<file path="src/rtl/bipolar_sng_pair.sv">
// Dual-channel bipolar stochastic number generator: two 8-bit offset-binary codes
// become two 255-bit frames whose ones count equals the code, from one shared LFSR.
module bipolar_sng_pair #(
    parameter logic [7:0] SEED      = 8'h01,
    parameter bit         REVERSE_B = 1'b1
) (
    input  logic       iClk,
    input  logic       iRstN,
    input  logic       iLoad,
    input  logic [7:0] iValA,
    input  logic [7:0] iValB,
    input  logic       iCont,
    input  logic       iEn,
    output logic       oReady,
    output logic       oA,
    output logic       oB,
    output logic       oValid,
    output logic       oFrameStart,
    output logic       oFrameLast
);

    localparam int unsigned W = 8;
    // An all-zero seed would lock the LFSR, so it is replaced by 1.
    localparam logic [W-1:0] SEED_EFF = (SEED == '0) ? W'(1) : SEED;
    localparam logic [W-1:0] LAST_CNT = W'(254);

    typedef enum logic {IDLE, RUN} state_t;

    state_t       state_q, state_d;
    logic [W-1:0] val_a_q, val_a_d, val_b_q, val_b_d;
    logic [W-1:0] lfsr_q, lfsr_d, cnt_q, cnt_d;
    logic [W-1:0] lfsr_next, lfsr_rev, rnd_a, rnd_b;
    logic         ready_d, a_d, b_d, valid_d, fs_d, fl_d;

    // x^8+x^6+x^5+x^4+1 Fibonacci step and the per-channel random values
    always_comb begin
        lfsr_next = {lfsr_q[W-2:0], lfsr_q[7] ^ lfsr_q[5] ^ lfsr_q[4] ^ lfsr_q[3]};
        lfsr_rev  = '0;
        for (int i = 0; i < int'(W); i++) begin
            lfsr_rev[i] = lfsr_q[W-1-i];
        end
        rnd_a = lfsr_q;
        rnd_b = REVERSE_B ? lfsr_rev : lfsr_q;
    end

    // Next-state and next-output logic
    always_comb begin
        state_d = state_q;
        val_a_d = val_a_q;
        val_b_d = val_b_q;
        lfsr_d  = lfsr_q;
        cnt_d   = cnt_q;
        a_d     = oA;
        b_d     = oB;
        valid_d = 1'b0;
        fs_d    = 1'b0;
        fl_d    = 1'b0;

        case (state_q)
            IDLE: begin
                a_d = 1'b0;
                b_d = 1'b0;
                if (iLoad) begin
                    val_a_d = iValA;
                    val_b_d = iValB;
                    lfsr_d  = SEED_EFF;
                    cnt_d   = '0;
                    state_d = RUN;
                end
            end
            RUN: begin
                if (iEn) begin
                    a_d     = (rnd_a <= val_a_q);
                    b_d     = (rnd_b <= val_b_q);
                    valid_d = 1'b1;
                    fs_d    = (cnt_q == '0);
                    fl_d    = (cnt_q == LAST_CNT);
                    if (cnt_q == LAST_CNT) begin
                        cnt_d  = '0;
                        lfsr_d = SEED_EFF;
                        if (!iCont) begin
                            state_d = IDLE;
                        end
                    end else begin
                        cnt_d  = cnt_q + W'(1);
                        lfsr_d = lfsr_next;
                    end
                end
            end
            default: state_d = IDLE;
        endcase

        ready_d = (state_d == IDLE);
    end

    // State, datapath and output registers
    always_ff @(posedge iClk or negedge iRstN) begin
        if (!iRstN) begin
            state_q     <= IDLE;
            val_a_q     <= '0;
            val_b_q     <= '0;
            lfsr_q      <= SEED_EFF;
            cnt_q       <= '0;
            oReady      <= 1'b1;
            oA          <= 1'b0;
            oB          <= 1'b0;
            oValid      <= 1'b0;
            oFrameStart <= 1'b0;
            oFrameLast  <= 1'b0;
        end else begin
            state_q     <= state_d;
            val_a_q     <= val_a_d;
            val_b_q     <= val_b_d;
            lfsr_q      <= lfsr_d;
            cnt_q       <= cnt_d;
            oReady      <= ready_d;
            oA          <= a_d;
            oB          <= b_d;
            oValid      <= valid_d;
            oFrameStart <= fs_d;
            oFrameLast  <= fl_d;
        end
    end

endmodule

</file>
<file path="config.mk">
export PLATFORM = sky130hd
export DESIGN_NAME = bipolar_sng_pair
export DESIGN_NICKNAME = d
export VERILOG_FILES = /design/src/rtl/bipolar_sng_pair.sv
export SDC_FILE = /design/constraint.sdc
export NUM_CORES = 1
export LEC_CHECK = 0
export ABC_AREA = 1
export BUFFER_PORTS_ARGS = -buffer_cell sky130_fd_sc_hd__buf_4
export CAP_MARGIN = 20
export CORE_AREA = 3 3 76 78
export CTS_BUF_LIST = sky130_fd_sc_hd__clkbuf_4 sky130_fd_sc_hd__clkbuf_8
export DETAILED_ROUTE_END_ITERATION = 10
export DIE_AREA = 0 0 79 81
export GPL_TIMING_DRIVEN = 0
export PLACE_DENSITY = 0.68
export SKIP_LAST_GASP = 1
export SLEW_MARGIN = 10
export SYNTH_ARGS = -nofsm -noshare
export SYNTH_HDL_FRONTEND = slang
export SYNTH_SLANG_ARGS = --single-unit
</file>
<file path="constraint.sdc">
create_clock -name iClk -period 1.39 [get_ports iClk]
set_input_delay 0.417 -clock iClk [delete_from_list [all_inputs] [get_ports iClk]]
set_output_delay 0.417 -clock iClk [all_outputs]
set_load 0.05 [all_outputs]
</file>
==> flow_metrics.py <==
metrics = {
    "outcome": {
        "run_status": "finished, final reports clean",
    },
    "placed_design": {
        "detailed_place_hpwl_um": 2880,
        "placedCellCount": 332,
        "io_buffers": 26,
        "gp_congestion": 0.849,
        "preCtsSetupSlack_ps": -5.60,
    },
    "detailed_routing": {
        "wl_um": 3920,
        "vias_per_cell": 4.66,
        "wl_per_cell_um": 11.3,
        "postRouteAntennaNets": 0,
        "dr.pass1.iters": 4,
        "drc": 0,
        "vias": 1620,
        "drt_iter0_drc": 89,
    },
    "sta": {
        "maxClockFrequency_mhz": 721,
        "finalSetupViolCount": 0,
        "setup_ws_ps": 2.21,
        "fin_setup_tns_ps": 0,
        "fin_crit_sh": 0.998,
        "final.min_clock_period_ps": 1390,
        "rsz0062_at_grt": "yes",
        "number_of_hold_slack_violations_in_the_final_timing_report": 0,
        "max_slew.worst_pin.slew_ps": 494,
        "slew_headroom": 0.671,
        "drv_slew": 0,
        "skew_ps": 2.86,
    },
    "min_path": {
        "holdCritPathClass": "primary input to async pin",
    },
    "global_routing": {
        "initial_antenna_violation_count": 0,
        "largest_net_degree_at_the_start_of_global_routing": 40,
        "grt_pass1_wl_um": 6950,
        "first_global_vias": 1546,
        "grt-ovfl-total": 0,
        "global_route.usage.total": 0.141,
    },
    "die": {
        "floorplan.rows": 26,
        "core_region_area_mm2": 0.00514,
        "count_of_pins_on_the_block_boundary": 27,
        "dieHeight_um": 81,
        "die-area_mm2": 0.00640,
        "dieWidth_um": 79,
        "initial_core_utilization": 0.397,
    },
    "layout": {
        "antenna_cells": 0,
        "layout-area-overhead-vs-synth_pct": 22.7,
        "number_of_nets_in_the_layout": 317,
        "final_cell_count_no_fill": 348,
        "mostFrequentLayoutCell": "sky130_fd_sc_hd__nand2_1",
        "layout-drive-gt1-share": 0.255,
        "layout_common_cells": "sky130_fd_sc_hd__nand2_1 (41), sky130_fd_sc_hd__dfrtp_1 (36), sky130_fd_sc_hd__inv_1 (34)",
    },
    "cts": {
        "clock_insertion_delay_worst_skew_ps": 290,
        "tritoncts_clock_tree": "yes",
        "cts-hold-fix-buffers": 0,
        "clock-sinks": 39,
        "cts_root_buffer": "sky130_fd_sc_hd__clkbuf_8",
        "cts-buffers-inserted": 5,
        "clk_pin_slew_worst_paths_ps": 70,
        "clock_tree.htree_level_count": 2,
        "clockBufferDepth": 2,
    },
    "yosys": {
        "synth-edff-count": 0,
        "synthFlopType": "sky130_fd_sc_hd__dfrtp_1",
        "postSynthNetCount": 276,
        "yosys_register_bits": 39,
        "synthesis.area_per_instance_um2": 8.65,
        "synth.cell_area_mm2": 0.00204,
        "synth_async_sr_flop_share": 1.00,
        "ys_warnings": 0,
        "ys_seq_area_frac": 0.479,
        "syn-instance-count": 236,
        "synthDistinctLibCells": 25,
    },
    "worst_setup_path": {
        "crit_slowest_cell": "sky130_fd_sc_hd__dfstp_2",
        "startpoint_type": "flip-flop",
        "timing.critical_path.arrival_ps": 970,
        "critical_path.endpoint_type": "output port",
        "worst_ep_required_time_ps": 970,
        "max_stage_delay_ps": 540,
        "worstSetupPathType": "flip-flop to output port",
        "critical_path.cell_chain": "buf_8",
        "crit_family": "flip-flops",
        "path_buf_inv": 1,
        "crit_fanout": 1,
    },
    "power_and_ir_drop": {
        "irDropWorstVdd_mv": 0.479,
        "cellLeakagePower_nw": 1.34,
        "power_density_normalized_to_cell_area_mw_per_mm2": 1300,
    },
    "job": {
        "max_cap_viol_count": 0,
    },
}
area by class of cell:
cell class              count  area, um2
plain buffers               4       20.0
clock buffers               5       68.8
clock inverters             3       15.0
fillers                   501       2640
inverters                  40        153
multi-input cells         153        918
flip-flops and latches     39        980
well taps                  70       87.6
repair buffers             34        263
power breakdown:
part | switching [mW] | total [mW] | internal (mW)
Combinational | 0.533 | 0.998 | 0.466
Sequential | 0.180 | 1.51 | 1.33
Clock | 0.399 | 0.742 | 0.343
Total | 1.11 | 3.25 | 2.14
kinds of logic after synthesis:
group                    Yosys count  share of synthesized area
AO/OA/AOI/OAI                     40                      0.109
XOR/XNOR                           4                     0.0172
adder cells (fa/ha/maj)           19                      0.116
buffers and inverters             44                     0.0846
flip-flops                        39                      0.479
multiplexers                       2                     0.0110
AND/OR/NAND/NOR                   88                      0.182
per-layer routing:
metal,GRT usage,part of all wire,up-vias
met4,0.0670,0.021,0
met1,0.176,0.47,743
met3,0.0333,0.042,7
met5,0,0,-
li1,-,-,835
met2,0.231,0.47,35
per-stage QoR:
step	hold WS (ps)	util	power, mW	area [um2]
final	83.7	0.487	3.25	2500
after global routing	113	0.487	3.52	2500
after CTS	102	0.479	3.24	2460
after detailed placement	423	0.452	2.36	2320
after global placement	420	0.452	2.33	2320
after floorplan	121	-	2.11	2040
final timing paths:
kind	startpoint	to	slack, ps	cells after the start
setup / recovery	oReady$_DFF_PN1_	oReady	2	1
hold / removal	iRstN	val_a_q[2]$_DFFE_PN0P_	80	1
setup reg to reg	lfsr_q[0]$_DFFE_PN1P_	oB$_DFFE_PN0P_	20	7
hold reg to reg	state_q$_DFF_PN0_	oReady$_DFF_PN1_	480	1
max in group asynchronous	iRstN	lfsr_q[3]$_DFFE_PN0P_	930	1
min in group iClk	iLoad	oReady$_DFF_PN1_	280	2
synthesized netlist by cell type (3+ instances only):
library cell,n,area share
sky130_fd_sc_hd__a21oi_1,20,0.049
sky130_fd_sc_hd__buf_2,4,0.0098
sky130_fd_sc_hd__dfrtp_1,37,0.45
sky130_fd_sc_hd__ha_1,19,0.12
sky130_fd_sc_hd__inv_1,37,0.068
sky130_fd_sc_hd__nand2_1,42,0.077
sky130_fd_sc_hd__nand2_2,3,0.0092
sky130_fd_sc_hd__nand3_1,7,0.017
sky130_fd_sc_hd__nand4_1,4,0.012
sky130_fd_sc_hd__nor2_1,28,0.052
sky130_fd_sc_hd__o21ai_0,3,0.0074
sky130_fd_sc_hd__o21ai_1,5,0.012
sky130_fd_sc_hd__o22ai_1,8,0.025
sky130_fd_sc_hd__xnor2_1,3,0.013
state kept, by name, indices dropped and copies added, names as in the netlist, 8 cells and up:
| signal | count |
|---|---|
| val_a_q | 8 |
| cnt_q | 8 |
| val_b_q | 8 |
| lfsr_q | 8 |
repair_timing:
action                                  CTS  global route
pin swaps                                 3             9
gates resized for setup                   6             7
endpoints found under the setup margin    3            16
buffers inserted                          5             3
Power figures use the tool's default switching activity.
